### src/rtl/tms9_group_feeder_pkg.sv
// Shared types for the TestMasterSlave9 group feeder: FSM sections and 32-bit signed limits.
// Also provides the signed-add overflow helper used by tms9_acc_add.
package tms9_group_feeder_types;

  typedef enum logic [1:0] {
    section_idle = 2'd0,
    section_read = 2'd1,
    section_emit = 2'd2
  } sections_t;

  localparam logic signed [31:0] INT_MAX = 32'sh7FFF_FFFF;
  localparam logic signed [31:0] INT_MIN = 32'sh8000_0000;

  // Two's-complement overflow: operands agree in sign, result does not.
  function automatic logic add_overflow(input logic [31:0] a, input logic [31:0] b,
                                        input logic [31:0] s);
    return (a[31] == b[31]) && (s[31] != a[31]);
  endfunction

endpackage

### src/rtl/tms9_group_feeder_acc_add.sv
// Combinational 32-bit signed accumulate step with overflow flag.
// TMS9_FEEDER_SAT_EN selects a clamped result on overflow; otherwise the sum wraps.
module tms9_acc_add
  import tms9_group_feeder_types::*;
(
  input  logic signed [31:0] a,
  input  logic signed [31:0] b,
  output logic signed [31:0] y,
  output logic               ovf
);

  logic signed [31:0] wrap_s;

  // Raw add, overflow detection and result selection.
  always_comb begin
    wrap_s = a + b;
    ovf    = add_overflow(a, b, wrap_s);
`ifdef TMS9_FEEDER_SAT_EN
    if (ovf) begin
      y = a[31] ? INT_MIN : INT_MAX;
    end else begin
      y = wrap_s;
    end
`else
    y = wrap_s;
`endif
  end

endmodule

### src/rtl/tms9_group_feeder.sv
// Sums GROUP_LEN samples from a blocking handshake and strobes each sum downstream.
// Optional macro TMS9_FEEDER_SAT_EN: saturating, group-sticky accumulation instead of wrap.
module tms9_group_feeder
  import tms9_group_feeder_types::*;
#(
  parameter int GROUP_LEN = 4,
  parameter int CNT_W     = 16
) (
  input  logic                    clk,
  input  logic                    rst,
  input  logic signed [31:0]      b_in,
  input  logic                    b_in_sync,
  output logic                    b_in_notify,
  output logic signed [31:0]      s_out,
  output logic                    s_out_sync,
  output logic [CNT_W-1:0]        grp_cnt
);

  localparam logic [7:0]       LAST_IDX = 8'(GROUP_LEN - 1);
  localparam logic [CNT_W-1:0] CNT_ONE  = {{(CNT_W-1){1'b0}}, 1'b1};

  sections_t          state_r, state_s;
  logic signed [31:0] sum_r, sum_s;
  logic [7:0]         idx_r, idx_s;
  logic signed [31:0] s_out_r, s_out_s;
  logic               sync_r, sync_s;
  logic               notify_r, notify_s;
  logic [CNT_W-1:0]   cnt_r, cnt_s;
  logic signed [31:0] add_y_s;
  logic               add_ovf_s;
  logic signed [31:0] acc_s;
`ifdef TMS9_FEEDER_SAT_EN
  logic               sat_r, sat_s;
`endif

  tms9_acc_add u_acc_add (
    .a   (sum_r),
    .b   (b_in),
    .y   (add_y_s),
    .ovf (add_ovf_s)
  );

  // Accumulate step; once a group saturates it keeps the clamped value.
  always_comb begin
`ifdef TMS9_FEEDER_SAT_EN
    if (sat_r) begin
      acc_s = sum_r;
    end else begin
      acc_s = add_y_s;
    end
`else
    acc_s = add_y_s;
`endif
  end

  // Section state register.
  always_ff @(posedge clk or negedge rst) begin
    if (!rst) begin
      state_r <= section_idle;
    end else begin
      state_r <= state_s;
    end
  end

  // Next section plus next values of the accumulator and all registered outputs.
  always_comb begin
    state_s = state_r;
    sum_s   = sum_r;
    idx_s   = idx_r;
    s_out_s = s_out_r;
    sync_s  = 1'b0;
    cnt_s   = cnt_r;
`ifdef TMS9_FEEDER_SAT_EN
    sat_s   = sat_r;
`endif
    case (state_r)
      section_idle: begin
        state_s = section_read;
      end
      section_read: begin
        if (b_in_sync) begin
          sum_s = acc_s;
          idx_s = idx_r + 8'd1;
`ifdef TMS9_FEEDER_SAT_EN
          sat_s = sat_r | add_ovf_s;
`endif
          // The group-completing transfer publishes the sum so the strobe lands in the emit cycle.
          if (idx_r == LAST_IDX) begin
            s_out_s = acc_s;
            sync_s  = 1'b1;
            cnt_s   = cnt_r + CNT_ONE;
            state_s = section_emit;
          end else begin
            state_s = section_read;
          end
        end else begin
          state_s = section_read;
        end
      end
      section_emit: begin
        sum_s   = 32'sd0;
        idx_s   = 8'd0;
`ifdef TMS9_FEEDER_SAT_EN
        sat_s   = 1'b0;
`endif
        state_s = section_read;
      end
      default: begin
        state_s = section_idle;
      end
    endcase
    notify_s = (state_s == section_read);
  end

  // Accumulator and output registers.
  always_ff @(posedge clk or negedge rst) begin
    if (!rst) begin
      sum_r    <= 32'sd0;
      idx_r    <= 8'd0;
      s_out_r  <= 32'sd0;
      sync_r   <= 1'b0;
      notify_r <= 1'b0;
      cnt_r    <= {CNT_W{1'b0}};
`ifdef TMS9_FEEDER_SAT_EN
      sat_r    <= 1'b0;
`endif
    end else begin
      sum_r    <= sum_s;
      idx_r    <= idx_s;
      s_out_r  <= s_out_s;
      sync_r   <= sync_s;
      notify_r <= notify_s;
      cnt_r    <= cnt_s;
`ifdef TMS9_FEEDER_SAT_EN
      sat_r    <= sat_s;
`endif
    end
  end

  assign b_in_notify = notify_r;
  assign s_out       = s_out_r;
  assign s_out_sync  = sync_r;
  assign grp_cnt     = cnt_r;

endmodule
### config.mk
export PLATFORM = sky130hd
export DESIGN_NAME = tms9_group_feeder
export DESIGN_NICKNAME = d
export VERILOG_FILES = /design/src/rtl/tms9_group_feeder_pkg.sv /design/src/rtl/tms9_group_feeder_acc_add.sv /design/src/rtl/tms9_group_feeder.sv
export SDC_FILE = /design/constraint.sdc
export NUM_CORES = 1
export LEC_CHECK = 0
export ABC_CLOCK_PERIOD_IN_PS = 3300
export CAP_MARGIN = 15
export CORE_ASPECT_RATIO = 0.7
export CORE_UTILIZATION = 45
export CTS_CLUSTER_SIZE = 30
export DETAILED_ROUTE_END_ITERATION = 8
export PLACE_DENSITY = 0.71
export SYNTH_ARGS = -nofsm -noshare
export SYNTH_HDL_FRONTEND = slang
export SYNTH_SLANG_ARGS = --single-unit
### constraint.sdc
create_clock -name clk -period 3.3 [get_ports clk]
set_input_delay 0.33 -clock clk [delete_from_list [all_inputs] [get_ports clk]]
set_output_delay 0.33 -clock clk [all_outputs]
set_load 0.02 [all_outputs]
==> flow_summary.ini <==
[global_routing]
first_global_vias = 4313
grt.overflow.total = 0
grt_antenna_before_repair = 0
grt_pass1_wl_um = 21850
global_route.usage.total = 0.2250
largest_net_degree_at_the_start_of_global_routing = 46

[power]
static-leakage-power_nw = 2.917
net-switching-power_mw = 1.946
pwr-share-clk = 0.220
vdd.ir_drop.worst_mv = 0.3721
cellInternalPower_mw = 2.972
comb_power_share = 0.478
switch_share = 0.3956
pwr-share-seq = 0.303
finalPower_mw = 4.918
power.density_cell_area_mw_per_mm2 = 751.2

[critical_path]
criticalPathCategory = in -> reg
setup.worst_path.end_class = flip-flop
critPathLaunchType = input pin
timing.critical_path.arrival_ps = 3240
timing.critical_path.fanout_max = 4
cp_data_required_time_ps = 3530

[route]
number_of_remaining_drc_errors = 0
drtIter0Drc = 392
wl_per_cell_um = 16.14
ant_nets = 0
drt-pass1-iter-count = 5
route.detailed.vias_per_inst = 5.651
routed_wl_um = 12990
dr_total_vias = 4549

[outcome]
run_status = finished, violations left
violations_in_the_final_reports = hold timing

[yosys]
synthesis.instances = 577
syn-num-nets = 646
synth.yosys.seq_area_share = 0.4314
synth_area_leader_cell = dfrtp_1
yosysWarnings = 0
ys_seq_elements = 91
synthArstFlopShare = 1.000
synth_ff_type = dfrtp_1
synth_enable_flop_cells = 0
synth.top_cell.area_share = 0.4314
synth.cell_area_mm2 = 0.005279
synth.distinct_cells = 62
ys_top_cells_by_area = dfrtp_1 43%, ha_1 7.8%, o21ai_0 7.2%
syn_avg_cell_area_um2 = 9.149

[timing]
period_utilization = 0.9128
clock_skew_ps = 9.913
fmaxAchievable_ghz = 0.3320
max_slew.worst_pin.slew_ps = 900.1
hold_viol_final = 26
fin_tns_setup_ps = 0
holdWs_ps = -10.54
maxSlewHeadroom = 0.3999
timing.final.setup_violations = 0
timing_max_transition_violations_final = 0
period_minus_slack_ps = 3012
rsz0062_at_grt = no

[min_path]
min-delay-path-class = in -> async

[place]
buffer_ports.inserted = 84
dp_hpwl_um = 9627
finalWeightedCongestion = 0.8497

[finish]
nNetsFinal = 717
number_of_filler_instances_in_the_final_layout = 982
area_added_between_synthesis_and_finish_pct = 24.03
fraction_of_layout_instances_using_a_drive_strength_above_1 = 0.05982
antennaDiodeCount = 0

[floorplan]
core.rowCount = 32
io_pins = 85
die-area_mm2 = 0.01217
core_mm2 = 0.01121
floorplan.initialDensity = 0.4709
chipHeight_um = 92.62
fp.dieW_um = 131.5

[cts]
cts.repair_timing.setup_buffer_count = 0
cts_hold_repair.buffers = 0
clkSlewWorstSetupHoldPaths_ps = 60
cts-resized-gates = 0
h_tree_level_count = 3
worst_skew_late_latency_ps = 350
tritoncts_clock_tree = done
tritoncts_num_sinks = 91
cts.path.max_buffers = 2
cts-buffers-inserted = 9
cts_root_buf = clkbuf_16

[flow_run]
cap_viol_max_count = 0
area by class of cell:
cell class              count  area [um^2]  share of cell area
multi-input cells         444         2834              0.4328
flip-flops and latches     91         2277              0.3478
repair buffers             91        890.9              0.1361
clock buffers              12        266.5             0.04070
well taps                 153        191.4             0.02924
clock inverters             3        46.29            0.007071
inverters                  11        41.29            0.006306
metal layers:
| metal | vias to the layer above | share of wire | GRT usage |
|---|---|---|---|
| met1 | 2200 | 0.50 | 0.3330 |
| li1 | 2203 | - | - |
| met2 | 133 | 0.43 | 0.3329 |
| met3 | 13 | 0.053 | 0.04488 |
| met4 | 0 | 0.012 | 0.06008 |
| met5 | - | 0 | 0 |
per-stage QoR:
stage	worst slack, ps	cells	cell area, um^2	util
final	287.8	805	6548	0.5840
after global routing	115.1	805	6548	0.5840
after CTS	375.0	805	6548	0.5840
after detailed placement	35.42	790	6235	0.5561
after global placement	121.4	790	6235	0.5561
after floorplan	759.9	577	5279	-
sequential cells by signal, indices dropped and copies added, names as in the netlist:
register and flops:
b_in_notify 1, grp_cnt 16, idx_r 8, s_out 32, state_r 2, sum_r 32
placed cells by master, fill, tap and decap left out, types with 2 or more instances in the layout:
cell type | synthesis | final
ha_1 | 33 | 33
clkbuf_8 | 1 | 3
a211oi_1 | 3 | 3
o21bai_1 | 9 | 9
nor2b_1 | 3 | 3
clkbuf_16 | 0 | 9
a21o_2 | 3 | 3
o41ai_1 | 2 | 2
o311ai_0 | 2 | 2
nand2_1 | 79 | 78
xnor2_1 | 30 | 30
nor4_1 | 2 | 2
a41oi_1 | 2 | 2
buf_4 | 1 | 8
nor2_1 | 23 | 23
o21ai_1 | 4 | 4
clkdlybuf4s50_1 | 0 | 83
nand3_1 | 50 | 50
dfrtp_1 | 91 | 91
a21o_1 | 16 | 16
o211ai_1 | 2 | 2
o21a_1 | 2 | 2
mux2i_1 | 3 | 3
o21ai_0 | 76 | 76
inv_1 | 10 | 10
and4_1 | 2 | 2
and3_1 | 9 | 9
xor2_1 | 12 | 12
o31ai_1 | 3 | 3
nand4_1 | 10 | 10
and2_1 | 2 | 2
a21oi_1 | 30 | 30
nor3_1 | 4 | 4
o2111ai_1 | 2 | 2
logic make-up after synthesis:
family | count (synthesis) | share of synthesized area
and+or+nand+nor | 193 | 0.1728
AOI/OAI and AO/OA | 170 | 0.1993
DFF | 91 | 0.4314
xor gates and xnor gates | 43 | 0.07395
buffers and inverters | 42 | 0.03271
adders and majority gates | 34 | 0.08201
muxes | 4 | 0.007822
power by group through the flow:
stage	logic, mW	registers (mW)	clock network (mW)
6_report	2.35	1.49	1.08
5_1_grt	2.62	1.52	1.14
4_1_cts	2.32	1.49	1.10
3_5_place_dp	2.31	1.50	0
3_3_place_gp	2.24	1.49	0
2_1_floorplan	1.81	1.46	0
path summary, 6_finish.rpt:
check | start | cells after the start | end | slack [ps]
worst min register to register | s_out[22] | 2 | s_out[22] | 480
max in group asynchronous | rst | 2 | grp_cnt[0] | 2540
worst min-delay path | rst | 1 | sum_r[14] | -10
worst max register to register | sum_r[0] | 10 | sum_r[30] | 430
min in group clk | s_out[22] | 2 | s_out[22] | 480
worst max-delay path | b_in[0] | 11 | sum_r[30] | 290
synth_stat cells (all sizes together) (3+ instances only):
master and number:
dfrtp 91, o21ai 80, nand2 79, nand3 50, ha 33, a21oi 30, xnor2 30, clkbuf 28
nor2 23, a21o 19, xor2 12, and3 10, inv 10, nand4 10, o21bai 9, nor3 5
a211oi 4, and2 3, buf 3, mux2i 3, nor2b 3, o211ai 3, o31ai 3, o41ai 3
worst max-delay path, cell delays in order:
cell	delay, ps
clkdlybuf4s50_1	500
ha_1	230
fa_1	230
a21o_2	140
nand3_1	90
a21bo_2	230
a31o_2	230
o41ai_2	510
o2111ai_1	260
and3_1	240
o31ai_1	240
Power figures use the tool's default switching activity.
